## config.mk

```make
export PLATFORM = sky130hd
export DESIGN_NAME = preflop_eval_scheduler
export DESIGN_NICKNAME = d
export VERILOG_FILES = /design/src/rtl/preflop_eval_scheduler.sv
export SDC_FILE = /design/constraint.sdc
export NUM_CORES = 1
export LEC_CHECK = 0
export ABC_AREA = 1
export BUFFER_PORTS_ARGS = -buffer_cell sky130_fd_sc_hd__buf_2
export CORE_ASPECT_RATIO = 1.4
export CORE_MARGIN = 2
export CORE_UTILIZATION = 42
export CTS_CLUSTER_SIZE = 10
export DETAILED_ROUTE_END_ITERATION = 6
export HOLD_SLACK_MARGIN = 0.08
export PLACE_DENSITY = 0.65
export SETUP_SLACK_MARGIN = 0.2
export SLEW_MARGIN = 20
export SYNTH_ARGS = -nofsm -noshare
export SYNTH_HDL_FRONTEND = slang
export SYNTH_SLANG_ARGS = --single-unit
```

## constraint.sdc

```tcl
create_clock -name clk -period 2.3 [get_ports clk]
set_clock_uncertainty 0.05 [all_clocks]
set_input_delay 0.46 -clock clk [delete_from_list [all_inputs] [get_ports clk]]
set_output_delay 0.46 -clock clk [all_outputs]
set_load 0.005 [all_outputs]
```

## src/rtl/preflop_eval_scheduler.sv

```systemverilog
// Walks the four seats of a hand round, drives each requested seat's hole cards
// to a shared starting-hand evaluator and turns the strength into fold/call/raise.
module preflop_eval_scheduler (
  input  logic        clk,
  input  logic        rst,
  input  logic        start,
  input  logic [3:0]  seat_req,
  input  logic [47:0] seat_cards,
  input  logic [2:0]  call_thr,
  input  logic [2:0]  raise_thr,
  output logic [5:0]  eval_card1,
  output logic [5:0]  eval_card2,
  input  logic [2:0]  eval_strength,
  output logic        eval_req,
  output logic        busy,
  output logic        done,
  output logic [11:0] strength_all,
  output logic [7:0]  action_all,
  output logic [3:0]  card_err
);

  typedef enum logic [2:0] {IDLE, SEL, EVAL, CAP, DONE} state_t;

  localparam logic [1:0] ACT_FOLD  = 2'b00;
  localparam logic [1:0] ACT_CALL  = 2'b01;
  localparam logic [1:0] ACT_RAISE = 2'b10;
  localparam logic [1:0] ACT_OUT   = 2'b11;

  state_t      state, state_next;
  logic [1:0]  ptr;
  logic [3:0]  req_q;
  logic [47:0] cards_q;
  logic [2:0]  call_q, raise_q;
  logic        cards_ok;
  logic [2:0]  seat_strength;

  function automatic logic rank_ok(input logic [5:0] card);
    return (card[3:0] >= 4'd2) && (card[3:0] <= 4'd14);
  endfunction

  // Cards under evaluation stay in eval_card1/2 through CAP, so validity is
  // derived from them rather than from a separate copy.
  assign cards_ok      = rank_ok(eval_card1) && rank_ok(eval_card2) && (eval_card1 != eval_card2);
  assign seat_strength = strength_all[3*int'(ptr) +: 3];

  assign busy     = (state == SEL) || (state == EVAL) || (state == CAP);
  assign done     = (state == DONE);
  assign eval_req = (state == EVAL);

  always_comb begin
    state_next = state;
    case (state)
      IDLE: if (start && (seat_req != 4'd0)) state_next = SEL;
      SEL: begin
        if (req_q[ptr])        state_next = EVAL;
        else if (ptr == 2'd3)  state_next = DONE;
        else                   state_next = SEL;
      end
      EVAL:    state_next = CAP;
      CAP:     state_next = (ptr == 2'd3) ? DONE : SEL;
      DONE:    state_next = IDLE;
      default: state_next = IDLE;
    endcase
  end

  // NOTE: all sequential state uses non-blocking assignments so every register
  // samples pre-edge values, independent of statement order.
  always_ff @(posedge clk) begin
    if (rst) begin
      state        <= IDLE;
      ptr          <= 2'd0;
      req_q        <= 4'd0;
      cards_q      <= 48'd0;
      call_q       <= 3'd0;
      raise_q      <= 3'd0;
      eval_card1   <= 6'd0;
      eval_card2   <= 6'd0;
      strength_all <= 12'd0;
      action_all   <= 8'd0;
      card_err     <= 4'd0;
    end else begin
      state <= state_next;
      case (state)
        IDLE: begin
          if (start && (seat_req != 4'd0)) begin
            req_q        <= seat_req;
            cards_q      <= seat_cards;
            call_q       <= call_thr;
            raise_q      <= raise_thr;
            strength_all <= 12'd0;
            action_all   <= 8'd0;
            card_err     <= 4'd0;
            ptr          <= 2'd0;
          end
        end
        SEL: begin
          if (req_q[ptr]) begin
            eval_card1 <= cards_q[12*int'(ptr)+6 +: 6];
            eval_card2 <= cards_q[12*int'(ptr)   +: 6];
          end else begin
            action_all[2*int'(ptr) +: 2]   <= ACT_OUT;
            strength_all[3*int'(ptr) +: 3] <= 3'd0;
            if (ptr != 2'd3) ptr <= ptr + 2'd1;
          end
        end
        EVAL: begin
          strength_all[3*int'(ptr) +: 3] <= cards_ok ? eval_strength : 3'd0;
          card_err[ptr]                  <= !cards_ok;
        end
        CAP: begin
          // Invalid cards fold even when a zero call threshold would call.
          if (!cards_ok)                     action_all[2*int'(ptr) +: 2] <= ACT_FOLD;
          else if (seat_strength >= raise_q) action_all[2*int'(ptr) +: 2] <= ACT_RAISE;
          else if (seat_strength >= call_q)  action_all[2*int'(ptr) +: 2] <= ACT_CALL;
          else                               action_all[2*int'(ptr) +: 2] <= ACT_FOLD;
          if (ptr != 2'd3) ptr <= ptr + 2'd1;
        end
        default: ;
      endcase
    end
  end

endmodule

```

==> run metrics <==
status complete, but fails checks; failing checks DRC; WP data arrival 2.29 ns; library cells used by synthesis 35; share of cells above drive strength 1 0.249; maximum fanout along the worst path 10; Clock Pin Slew Worst Setup and Hold Paths 0.07 ns; met1 usage 0.245; initial antenna violation count 0; Max Freq 0.486 GHz; Setup crit end kind flop; top-area cell type share of the netlist area 0.404; Post-synth EDFFs 0; final period utilization 0.895; pin count of the biggest net entering global routing 50; Final Hold Viols 0; final net count 885; Core Footprint 0.0113 mm²; Slew Limit Fails 0; total wire length 15000 µm; sequential-to-total area share from yosys stat 0.404; ANT nets after route 0; cells after synthesis 706; Min-Delay Path Class in -> reg; Rows 46; Async SR Flop Fraction 0; first-pass GRT wire length 23200 µm; Worst-Skew Late Latency 0.34 ns; Die X 95.3 µm; Slew HR 0.483; syn avg cell area 6.94 µm²; Vias/cell 5.25; synthesized cell area 0.00490 mm²; RSZ-0062 raised after global routing yes; final setup fails 0; total I/O pin count 103; Synth warnings 0; Chip Height 132 µm; Fin Setup TNS 0 ns; final hold slack 0.317 ns; Maximum Capacitance Violations 0; CP endpoint action_all[2]; Tot Pwr 5.03 mW; DRT Pass-1 Iters 7; hpwl dp 11400 µm; Synth area leader dfxtp_1; CTS Hold Bufs 0; Pwr Density 838 mW/mm²; r2r endpoint action_all[2]; GR Overflow Total 0; drt drc 1; maximum vdd ir drop 360 µV; Area Overhead vs Synth 22.6%; met2 GRT Util 0.435; total clock sinks 99; Synth area leaders dfxtp_1 40%, nor2_1 12%, o21ai_0 10%; Worst EP required 2.53 ns; DR WL/cell 15.7 µm; Startpoint Class flop; CTS Buf Count 9; drt first-iter violations 188; die area 0.0126 mm²; met3 GRT Util 0.0383; Post-synth top cells 155 x nor2_1, 102 x nand2_1, 102 x o21ai_0; crit path kind reg -> reg; fin crit period 2.06 ns; crit path from ptr[0]; FF-to-FF path depth 11; worst-margin pin slew 0.774 ns; clk buf depth 2; R2R Setup Slk 0.24 ns; CTS tree built; most used routing layer met2; ys flop type dfxtp_1; fill count 1142; Placer Congestion 1.02; worst reg2reg path startpoint ptr[0]; vias in the first global route 4817; syn nets 783; IO Port Bufs 102; initial core utilization 0.432; clk root buf clkbuf_16; # H-tree levels 3; total number of vias 5019; GRT Overall Usage 0.236; Seq cells post-synth 99; n_diodes 0; leakage power 2.66 nW; count leader, synth nor2_1
## power breakdown
group          leakage, nW  switching (mW)  internal [mW]  total, mW
logic                 1.69           0.890          0.486       1.38
registers            0.815           0.138           1.90       2.04
clock network        0.154           0.643          0.973       1.62
## worst max-delay path, cell delays in order, from the launching register on
cell	delay (ns)
dfxtp_4	0.37
buf_6	0.15
a21oi_4	0.15
a21oi_2	0.08
ha_1	0.34
a21oi_2	0.15
o211ai_1	0.14
a21oi_1	0.16
nand2_1	0.12
nand2_1	0.08
nand2_1	0.06
a21oi_2	0.15
## worst min-delay path by stage
stage | startpoint | to | slack [ns] | cells past startpoint
floorplan | cards_q[36] | cards_q[36] | 0.38 | 2
global placement | cards_q[15] | cards_q[15] | 0.41 | 2
detailed placement | cards_q[36] | cards_q[36] | 0.42 | 2
CTS | seat_cards[11] | cards_q[11] | 0.31 | 3
global route | seat_req[3] | req_q[3] | 0.34 | 3
finish | seat_cards[35] | cards_q[35] | 0.32 | 3
## stage by stage
stage          area, µm²  utilization  cells  worst slack, ns
2_1_floorplan       4920            -    706            0.224
3_3_place_gp        5520        0.487    932            0.330
3_5_place_dp        5520        0.487    932            0.195
4_1_cts             5850        0.516    947            0.222
5_1_grt             6010        0.530    956            0.179
6_report            6010        0.530    956            0.241
## kinds of logic (layout without fill, tap and decap cells)
group,after synthesis,after routing,share of synthesized area
buffers and inverters,94,200,0.0845
DFF,99,99,0.404
and+or+nand+nor,314,314,0.272
adders and majority gates,13,13,0.0332
AOI/OAI and AO/OA,186,186,0.206
## cell usage in the layout (no fill, tap or decap), types with 2 or more instances in the layout
cell type | netlist | layout
inv_2 | 11 | 9
buf_2 | 8 | 102
nand3_1 | 26 | 26
nand2_1 | 102 | 101
inv_4 | 2 | 3
a31oi_1 | 4 | 4
nand2_2 | 5 | 6
inv_1 | 44 | 44
o21ai_1 | 3 | 2
buf_6 | 5 | 3
a21oi_2 | 8 | 15
nand2_4 | 3 | 2
o21ai_0 | 102 | 98
dfxtp_1 | 99 | 96
nor2_4 | 4 | 4
nor3_1 | 8 | 8
nor2_2 | 4 | 6
ha_1 | 13 | 13
clkinv_2 | 0 | 2
clkbuf_16 | 0 | 9
nor2_1 | 155 | 153
bufinv_16 | 0 | 2
a21oi_1 | 51 | 43
o211ai_1 | 10 | 10
buf_4 | 2 | 22
nand3_2 | 2 | 2
o21ai_2 | 0 | 5
o22ai_1 | 2 | 2
dfxtp_2 | 0 | 2
a21boi_0 | 3 | 3
nand4_1 | 3 | 3
## per-layer routing
| metal | up-vias | share of wire |
|---|---|---|
| met5 | - | 0 |
| met2 | 157 | 0.53 |
| met4 | 0 | 0.046 |
| li1 | 2507 | - |
| met3 | 38 | 0.041 |
| met1 | 2317 | 0.38 |
## what timing repair did
action / 4_1_cts / 5_1_grt
buffers inserted: 0 / 9
resized for setup: 3 / 31
setup endpoints to repair: 4 / 8
pin swaps: 0 / 12
## state kept, by name, summed over array words and instances (netlist names)
name          cells
cards_q          48
strength_all     12
action_all        8
eval_card1        6
eval_card2        6
card_err          4
req_q             4
call_q            3
raise_q           3
state             3
ptr               2
## cell type report
type / instances / area (µm²) / share of cell area
multi-input combinational: 513 / 2580 / 0.430
sequential: 99 / 1990 / 0.331
timing repair buffer: 127 / 709 / 0.118
clock buffer: 10 / 239 / 0.0398
inverter: 58 / 230 / 0.0383
tap: 144 / 180 / 0.0300
clock inverter: 5 / 77.6 / 0.0129
No activity file was read; power rests on OpenSTA's default activity.
